### src/rtl/alu_issue_ctrl_pkg.sv
// Shared constants for the ALU issue controller: opcodes, FSM encoding and instruction layout.
package alu_issue_ctrl_pkg;

  localparam int unsigned INSTR_W = 11;
  localparam int unsigned SEL_W   = 3;
  localparam int unsigned STATE_W = 2;

  // Field positions inside the 11-bit instruction word
  localparam int unsigned LI_BIT   = 10;
  localparam int unsigned OP_LSB   = 7;
  localparam int unsigned DST_LSB  = 4;
  localparam int unsigned SRC1_LSB = 2;
  localparam int unsigned SRC2_LSB = 0;
  localparam int unsigned IMM_LSB  = 0;

  localparam logic [SEL_W-1:0] OP_ADD    = 3'd0;
  localparam logic [SEL_W-1:0] OP_SUB    = 3'd1;
  localparam logic [SEL_W-1:0] OP_AND    = 3'd2;
  localparam logic [SEL_W-1:0] OP_OR     = 3'd3;
  localparam logic [SEL_W-1:0] OP_ROL_RS = 3'd4;
  localparam logic [SEL_W-1:0] OP_ASR_RT = 3'd5;
  localparam logic [SEL_W-1:0] OP_EQ     = 3'd6;
  localparam logic [SEL_W-1:0] OP_GT     = 3'd7;

  localparam logic [STATE_W-1:0] ST_IDLE = 2'd0;
  localparam logic [STATE_W-1:0] ST_OPER = 2'd1;
  localparam logic [STATE_W-1:0] ST_WB   = 2'd2;

  // Decoded view of the instruction word; for li, {src1, src2} is the immediate
  typedef struct packed {
    logic             li;
    logic [SEL_W-1:0] op;
    logic             pad;
    logic [1:0]       dst;
    logic [1:0]       src1;
    logic [1:0]       src2;
  } instr_t;

endpackage

### src/rtl/alu_issue_regfile.sv
// Register file for the ALU issue controller: two operand read ports, a debug
// read port and one synchronous write port, all entries cleared on reset.
module alu_issue_regfile #(
  parameter int unsigned DATA_W  = 4,
  parameter int unsigned REG_NUM = 4,
  parameter int unsigned ADDR_W  = $clog2(REG_NUM)
) (
  input  logic              clk,
  input  logic              rst_n,
  input  logic              we,
  input  logic [ADDR_W-1:0] waddr,
  input  logic [DATA_W-1:0] wdata,
  input  logic [ADDR_W-1:0] raddr_a,
  input  logic [ADDR_W-1:0] raddr_b,
  input  logic [ADDR_W-1:0] dbg_addr,
  output logic [DATA_W-1:0] rdata_a_c,
  output logic [DATA_W-1:0] rdata_b_c,
  output logic [DATA_W-1:0] dbg_data_c
);

  logic [DATA_W-1:0] mem_q [REG_NUM];
  logic [DATA_W-1:0] mem_d [REG_NUM];

  always_comb begin
    mem_d = mem_q;
    if (we) begin
      mem_d[waddr] = wdata;
    end
  end

  always_ff @(posedge clk or negedge rst_n) begin
    if (!rst_n) begin
      for (int i = 0; i < int'(REG_NUM); i++) begin
        mem_q[i] <= '0;
      end
    end else begin
      mem_q <= mem_d;
    end
  end

  assign rdata_a_c  = mem_q[raddr_a];
  assign rdata_b_c  = mem_q[raddr_b];
  assign dbg_data_c = mem_q[dbg_addr];

endmodule

### src/rtl/alu_issue_ctrl.sv
// Issue controller for the 4-bit ALU: accepts instructions, reads operands,
// drives the combinational ALU, writes the result back and pulses done.
module alu_issue_ctrl
  import alu_issue_ctrl_pkg::*;
#(
  parameter int unsigned DATA_W  = 4,
  parameter int unsigned REG_NUM = 4
) (
  input  logic                       CLK,
  input  logic                       rst_n,
  input  logic                       instr_valid,
  input  logic [INSTR_W-1:0]         instr,
  output logic                       instr_ready,
  output logic [SEL_W-1:0]           alu_sel,
  output logic [DATA_W-1:0]          alu_rs,
  output logic [DATA_W-1:0]          alu_rt,
  input  logic [DATA_W-1:0]          alu_rd,
  output logic                       done,
  output logic [DATA_W-1:0]          done_data,
  input  logic [$clog2(REG_NUM)-1:0] dbg_addr,
  output logic [DATA_W-1:0]          dbg_data
);

  localparam int unsigned ADDR_W = $clog2(REG_NUM);

  instr_t iw;
  logic   instr_pad_unused;

  assign iw               = instr_t'(instr);
  assign instr_pad_unused = iw.pad;

  logic [STATE_W-1:0] state_q, state_d;
  logic [ADDR_W-1:0]  dst_q, dst_d;
  logic [DATA_W-1:0]  result_q, result_d;
  logic [SEL_W-1:0]   alu_sel_q, alu_sel_d;
  logic [DATA_W-1:0]  alu_rs_q, alu_rs_d;
  logic [DATA_W-1:0]  alu_rt_q, alu_rt_d;
  logic               done_q, done_d;
  logic [DATA_W-1:0]  done_data_q, done_data_d;
  logic               ready_q, ready_d;

  logic               rf_we_c;
  logic [DATA_W-1:0]  rs_c;
  logic [DATA_W-1:0]  rt_c;

  alu_issue_regfile #(
    .DATA_W  (DATA_W),
    .REG_NUM (REG_NUM),
    .ADDR_W  (ADDR_W)
  ) u_regfile (
    .clk        (CLK),
    .rst_n      (rst_n),
    .we         (rf_we_c),
    .waddr      (dst_q),
    .wdata      (result_q),
    .raddr_a    (ADDR_W'(iw.src1)),
    .raddr_b    (ADDR_W'(iw.src2)),
    .dbg_addr   (dbg_addr),
    .rdata_a_c  (rs_c),
    .rdata_b_c  (rt_c),
    .dbg_data_c (dbg_data)
  );

  // Next-state and datapath update; write-back happens in WB so the next accept sees it
  always_comb begin
    state_d     = state_q;
    dst_d       = dst_q;
    result_d    = result_q;
    alu_sel_d   = alu_sel_q;
    alu_rs_d    = alu_rs_q;
    alu_rt_d    = alu_rt_q;
    done_d      = 1'b0;
    done_data_d = done_data_q;
    rf_we_c     = 1'b0;

    case (state_q)
      ST_IDLE: begin
        if (instr_valid) begin
          dst_d = ADDR_W'(iw.dst);
          if (iw.li) begin
            result_d = DATA_W'({iw.src1, iw.src2});
            state_d  = ST_WB;
          end else begin
            alu_sel_d = iw.op;
            alu_rs_d  = rs_c;
            alu_rt_d  = rt_c;
            state_d   = ST_OPER;
          end
        end
      end
      ST_OPER: begin
        result_d = alu_rd;
        state_d  = ST_WB;
      end
      ST_WB: begin
        rf_we_c     = 1'b1;
        done_d      = 1'b1;
        done_data_d = result_q;
        state_d     = ST_IDLE;
      end
      default: begin
        state_d = ST_IDLE;
      end
    endcase

    // Ready is registered and tracks the state we are about to enter
    ready_d = (state_d == ST_IDLE);
  end

  always_ff @(posedge CLK or negedge rst_n) begin
    if (!rst_n) begin
      state_q     <= ST_IDLE;
      dst_q       <= '0;
      result_q    <= '0;
      alu_sel_q   <= '0;
      alu_rs_q    <= '0;
      alu_rt_q    <= '0;
      done_q      <= 1'b0;
      done_data_q <= '0;
      ready_q     <= 1'b1;
    end else begin
      state_q     <= state_d;
      dst_q       <= dst_d;
      result_q    <= result_d;
      alu_sel_q   <= alu_sel_d;
      alu_rs_q    <= alu_rs_d;
      alu_rt_q    <= alu_rt_d;
      done_q      <= done_d;
      done_data_q <= done_data_d;
      ready_q     <= ready_d;
    end
  end

  assign instr_ready = ready_q;
  assign alu_sel     = alu_sel_q;
  assign alu_rs      = alu_rs_q;
  assign alu_rt      = alu_rt_q;
  assign done        = done_q;
  assign done_data   = done_data_q;

endmodule

### config.mk
export PLATFORM = sky130hd
export DESIGN_NAME = alu_issue_ctrl
export DESIGN_NICKNAME = d
export VERILOG_FILES = /design/src/rtl/alu_issue_ctrl_pkg.sv /design/src/rtl/alu_issue_regfile.sv /design/src/rtl/alu_issue_ctrl.sv
export SDC_FILE = /design/constraint.sdc
export NUM_CORES = 1
export LEC_CHECK = 0
export ABC_AREA = 1
export BUFFER_PORTS_ARGS = -buffer_cell sky130_fd_sc_hd__buf_2
export CORE_UTILIZATION = 50
export DETAILED_ROUTE_END_ITERATION = 12
export PLACE_DENSITY = 0.73
export REMOVE_ABC_BUFFERS = 1
export SLEW_MARGIN = 20
export SYNTH_ARGS = -nofsm -noshare
export SYNTH_HDL_FRONTEND = slang
export SYNTH_HIERARCHICAL = 1
export SYNTH_SLANG_ARGS = --single-unit
### constraint.sdc
create_clock -name CLK -period 1.3 [get_ports CLK]
set_input_delay 0.26 -clock CLK [delete_from_list [all_inputs] [get_ports CLK]]
set_output_delay 0.26 -clock CLK [all_outputs]
set_load 0.05 [all_outputs]
==> results of run 1 <==
==> stage by stage <==
step | cell area [um2] | util (%) | hold slack (ns)
2_1_floorplan | 2120 | - | -0.0356
3_3_place_gp | 2450 | 59.9 | 0.205
3_5_place_dp | 2450 | 59.9 | 0.193
4_1_cts | 2730 | 66.9 | 0.161
5_1_grt | 2780 | 68.1 | 0.167
6_report | 2780 | 68.1 | 0.169
==> worst paths after layout <==
kind / startpoint / slack [ns] / endpoint
max reg2reg: state_q[0] / 0.08 / u_regfile/mem_q[6]
max: u_regfile/mem_q[2] / -0.09 / dbg_data[2]
min: instr[9] / 0.17 / alu_sel[2]
max in group asynchronous: rst_n / 0.41 / u_regfile/mem_q[10]
min reg2reg: done_data[0] / 0.48 / done_data[0]
min in group asynchronous: rst_n / 0.42 / u_regfile/mem_q[14]
==> cells in the final DEF, fill, tap and decap left out, drive strengths merged, types with 3 or more instances in the layout <==
| master | n |
|---|---|
| o21ai | 4 |
| nand4 | 12 |
| inv | 32 |
| dfrtp | 40 |
| buf | 73 |
| nor2 | 3 |
| clkbuf | 8 |
| nand3 | 39 |
| nand2 | 157 |
==> layout make-up <==
type | count | area [um2] | share of cell area [%]
sequential | 41 | 1030 | 36.9
timing repair buffer | 74 | 500 | 18.0
multi-input combinational | 216 | 968 | 34.8
clock buffer | 8 | 90.1 | 3.24
tap | 50 | 62.6 | 2.25
inverter | 32 | 135 | 4.85
==> cell families after synthesis <==
family          count (synthesis)  share of synthesized area, %
compound gates                  4                          1.09
flops                          41                          47.1
simple gates                  212                          42.9
buf+inv                        40                          8.90
==> state kept, by name, indices dropped and copies added, names as in the netlist <==
register and cells:
u_regfile/mem_q 16, done_data 4, alu_sel 3, dst_q 2, done 1, alu_rt 4
state_q 2, result_q 4, instr_ready 1, alu_rs 4
==> per-layer routing <==
metal  track usage [%]  wire [um]
met4              11.5        103
met1              33.7       2390
met5                 0          0
met2              39.2       2540
met3              4.67        315
==> critical path, cell delays in order (launching register included) <==
cell     delay [ns]
dfrtp_1        0.41
inv_2          0.10
nand2_2        0.06
nand3_2        0.07
nand2_2        0.06
buf_6          0.15
==> where the power goes <==
group | total, mW | leakage, nW | internal [mW] | switching (mW)
sequential | 2.04 | 0.522 | 1.71 | 0.338
combinational | 2.82 | 1.07 | 1.07 | 1.75
clock | 0.840 | 0.0455 | 0.433 | 0.407
==> timing repair <==
item                       in CTS  in global routing
hold buffers                    1                  0
hold endpoints to repair       11                  0
buffers inserted               21                  5
setup endpoints to repair       5                 12
pin swaps                       6                  1
gates resized for setup        25                  4
==> impl_metrics.env, run 1 <==
export IMPL_grt_max_degree=18
export IMPL_yosysTopAreaCellShare_pct=45.9
export IMPL_yosysMostFrequentCell="nand2_1"
export IMPL_wl_um=5350
export IMPL_netlist_top_cells_area="dfrtp_1, nand2_1, nand3_1, inv_1, nand4_1"
export IMPL_clk_pin_slew_ns=0.08
export IMPL_rows=23
export IMPL_drc=0
export IMPL_synth_flop_cell="dfrtp_1"
export IMPL_cp_arrival_ns=1.13
export IMPL_crit_type="register to output pin"
export IMPL_die_h_um=68.0
export IMPL_cts_made_buffers=5
export IMPL_max_freq_ghz=0.722
export IMPL_drv_cap=0
export IMPL_grt_pass1_wl_um=8440
export IMPL_grt_pass1_vias=1860
export IMPL_h_tree_depth=2
export IMPL_dr_total_vias=2147
export IMPL_ys_seq_area_share_pct=47.1
export IMPL_antenna_left=0
export IMPL_syn_inst=297
export IMPL_ys_async_sr_fraction_pct=100
export IMPL_die_area_um2=4630
export IMPL_dp_slack_ns=0.0677
export IMPL_status="finished with violations"
export IMPL_track_usage_pct=25.1
export IMPL_synth_edf_count=0
export IMPL_die_w_um=68.0
export IMPL_p_leak_nw=1.64
export IMPL_syn_area_per_cell_um2=7.34
export IMPL_place_gp_congestion=0.852
export IMPL_drtIter0Drc=197
export IMPL_endpoint_kind="output pin"
export IMPL_violations="setup timing"
export IMPL_path_max_fanout=3
export IMPL_drive_gt1_share_pct=31.3
export IMPL_portBuffers=39
export IMPL_timing_setup_tns_ns=-0.233
export IMPL_synth_top_cell_by_area="dfrtp_1"
export IMPL_finalCritPeriodShare_pct=107
export IMPL_initial_core_util_pct=53.3
export IMPL_start_kind="register"
export IMPL_drv_slew=0
export IMPL_fin_worst_skew_ns=0.00989
export IMPL_synthTopCellsByCount="nand2_1, dfrtp_1, nand3_1"
export IMPL_cts_max_path_buffers=2
export IMPL_via_per_inst=5.10
export IMPL_fin_ws_ns=-0.0857
export IMPL_slew_headroom_pct=74.3
export IMPL_reg2regPathDepth=5
export IMPL_antenna_found_initial=0
export IMPL_syn_area_um2=2180
export IMPL_dp_cells=386
export IMPL_hold_viol=0
export IMPL_grt_overflow=0
export IMPL_synth_seq_cells=41
export IMPL_finalNonFillerCells=421
export IMPL_wl_per_cell_um=12.7
export IMPL_ios=41
export IMPL_total_power_mw=5.70
export IMPL_cts_root_buf="clkbuf_8"
export IMPL_required_ns=1.04
export IMPL_vdd_drop_max_mv=1.05
export IMPL_clkLatencyLatePin_ns=0.29
export IMPL_clock_sinks=41
export IMPL_rsz0062_at_grt="yes"
export IMPL_synth_warnings=6
export IMPL_nets=390
export IMPL_hpwl_um=3710
export IMPL_n_antenna_cell=0
export IMPL_powerDensity_nw_per_um2=2050
export IMPL_synth_cell_types=22
export IMPL_worstHoldPathCells=3
export IMPL_syn_to_final_growth_pct=27.7
export IMPL_fp_coreArea_um2=4090
export IMPL_finalSetupViolCount=4
export IMPL_worst_pin_slew_ns=0.386
export IMPL_fin_crit_ns=1.39
export IMPL_drt_pass1_iter_count=4
export IMPL_cts_tree="built"
export IMPL_fill_cells=336
export IMPL_min_path_type="primary input to register"
Power figures use the tool's default switching activity.
==> run 2, diff against run 1 <==
--- a/config.mk
+++ b/config.mk
@@ -6,10 +6,10 @@
 export NUM_CORES = 1
 export LEC_CHECK = 0
 export ABC_AREA = 1
-export BUFFER_PORTS_ARGS = -buffer_cell sky130_fd_sc_hd__buf_2
 export CORE_UTILIZATION = 50
 export DETAILED_ROUTE_END_ITERATION = 12
-export PLACE_DENSITY = 0.73
+export DONT_BUFFER_PORTS = 1
+export PLACE_DENSITY_LB_ADDON = 0.15
 export REMOVE_ABC_BUFFERS = 1
 export SLEW_MARGIN = 20
 export SYNTH_ARGS = -nofsm -noshare
==> run 2 against run 1 <==
Clock-buffer cell count shrank 3. Non-clock buffer count shrank 35. The run still ends with setup timing left. Combinational power is 20% lower. Sequential cell count did not move. Critical path type unchanged. Global-route usage decreased by 0.52 points. Register-to-register slack is essentially flat. Clock power increased by 15%.
==> impl_metrics.env, run 2 (synthesis gave the netlist of run 1 again) <==
export IMPL_fin_worst_skew_ns=0.0104
export IMPL_r2r_end="u_regfile/mem_q[2]"
export IMPL_vdd_drop_max_mv=1.22
export IMPL_clock_sinks=41
export IMPL_worst_pin_slew_ns=0.481
export IMPL_path_max_fanout=2
export IMPL_hold_viol=0
export IMPL_largest_register_ffs=16
export IMPL_cp_buffers_inverters=2
export IMPL_cp_arrival_ns=1.13
export IMPL_r2r_slack_ns=0.07
export IMPL_reg2reg_from="state_q[0]"
export IMPL_dr_total_vias=2004
export IMPL_finalNonFillerCells=385
export IMPL_seqCellArea_um2=1030
export IMPL_portBuffers=0
export IMPL_die_h_um=68.0
export IMPL_cts_max_path_buffers=2
export IMPL_h_tree_depth=2
export IMPL_slew_headroom_pct=67.9
export IMPL_via_per_inst=5.21
export IMPL_grt_max_degree=42
export IMPL_dpl_cell_area_um2=2310
export IMPL_grt_pass1_wl_um=8280
export IMPL_critPathMaxStageDelay_ns=0.40
export IMPL_holdWs_ns=0.0865
export IMPL_hold_start="instr[8]"
export IMPL_reg2regPathDepth=5
export IMPL_hpwl_um=3360
export IMPL_drive_gt1_share_pct=26.6
export IMPL_crit_chain="inv_2 -> nand2_1 -> nand3_2 -> nand2_2 -> buf_12"
export IMPL_fin_ws_ns=-0.0926
export IMPL_fin_crit_ns=1.39
export IMPL_endpoint_kind="output pin"
export IMPL_p_leak_nw=1.51
export IMPL_violations="setup timing"
export IMPL_drt_pass1_iter_count=5
export IMPL_drtIter0Drc=208
export IMPL_place_gp_congestion=0.869
export IMPL_rsz0062_at_grt="yes"
export IMPL_finalCoreUtilization_pct=65.5
export IMPL_ios=41
export IMPL_finalSetupViolCount=4
export IMPL_rows=23
export IMPL_drv_slew=0
export IMPL_multiInputGateArea_um2=993
export IMPL_dp_cells=349
export IMPL_fill_cells=364
export IMPL_start_kind="register"
export IMPL_fp_coreArea_um2=4090
export IMPL_min_path_type="primary input to register"
export IMPL_antenna_left=0
export IMPL_wl_um=5110
export IMPL_cts_tree="built"
export IMPL_hold_path_endpoint="alu_sel[1]"
export IMPL_die_w_um=68.0
export IMPL_cts_made_buffers=5
export IMPL_powerDensity_nw_per_um2=2170
export IMPL_required_ns=1.04
export IMPL_antenna_found_initial=0
export IMPL_timing_setup_tns_ns=-0.278
export IMPL_clk_pin_slew_ns=0.07
export IMPL_drv_cap=0
export IMPL_syn_to_final_growth_pct=22.8
export IMPL_top_register="u_regfile/mem_q"
export IMPL_grt_overflow=0
export IMPL_crit_slowest_cell="dfrtp_1"
export IMPL_layout_common_cells="nand2_1, dfrtp_1, buf_4"
export IMPL_track_usage_pct=24.6
export IMPL_clkLatencyLatePin_ns=0.29
export IMPL_nets=355
export IMPL_path_delay_family="flip-flops"
export IMPL_status="finished with violations"
export IMPL_wl_per_cell_um=13.3
export IMPL_crit_type="register to output pin"
export IMPL_die_area_um2=4630
export IMPL_mostFrequentLayoutCell="nand2_1"
export IMPL_grt_pass1_vias=1819
export IMPL_finalCritPeriodShare_pct=107
export IMPL_worstHoldPathCells=2
export IMPL_drc=0
export IMPL_n_antenna_cell=0
export IMPL_cts_root_buf="clkbuf_8"
export IMPL_final_area_um2=2680
export IMPL_max_freq_ghz=0.718
export IMPL_initial_core_util_pct=53.3
run 2: final cells by class:
cell class | count | area share (%)
Clock buffer | 5 | 2.57
Tap cell | 50 | 2.34
Multi-Input combinational cell | 216 | 37.1
Clock inverter | 2 | 1.31
Inverter | 32 | 4.95
Sequential cell | 41 | 38.4
Timing Repair Buffer | 39 | 13.4
run 2: metrics by stage:
stage	total power [mW]	worst slack, ns
global route	6.21	-0.126
detailed placement	4.15	0.0721
CTS	5.64	-0.0740
global placement	4.12	0.0774
floorplan	3.56	0.0637
finish	5.82	-0.0926
run 2: timing repair:
item,in CTS,in global routing
setup endpoints to repair,4,11
hold buffers,2,0
buffers inserted,19,8
gates resized for setup,21,5
pin swaps,1,3
hold endpoints to repair,41,0
run 2: routing by layer:
metal / global-route usage (%) / vias to the layer above / wire [um] / share of wire, %
met2: 37.1 / 85 / 2320 / 45
met3: 6.33 / 9 / 396 / 7.7
met5: 0 / - / 0 / 0
met4: 9.11 / 0 / 89 / 1.7
met1: 33.9 / 905 / 2310 / 45
li1: - / 1005 / - / -
run 2: report_power, final:
group          leakage [nW]  switching, mW  internal [mW]
Combinational         0.931           1.18           1.08
Clock                0.0540          0.407          0.558
Sequential            0.522          0.900           1.70
run 2: how the worst max path moves through the flow:
| stage | slack, ns | cells past startpoint | to | start |
|---|---|---|---|---|
| floorplan | 0.06 | 5 | u_regfile/mem_q[2] | state_q[0] |
| global placement | 0.08 | 6 | u_regfile/mem_q[2] | state_q[1] |
| detailed placement | 0.07 | 6 | u_regfile/mem_q[2] | state_q[1] |
| CTS | -0.07 | 5 | dbg_data[3] | u_regfile/mem_q[7] |
| global route | -0.13 | 5 | dbg_data[0] | u_regfile/mem_q[12] |
| finish | -0.09 | 5 | dbg_data[0] | u_regfile/mem_q[12] |
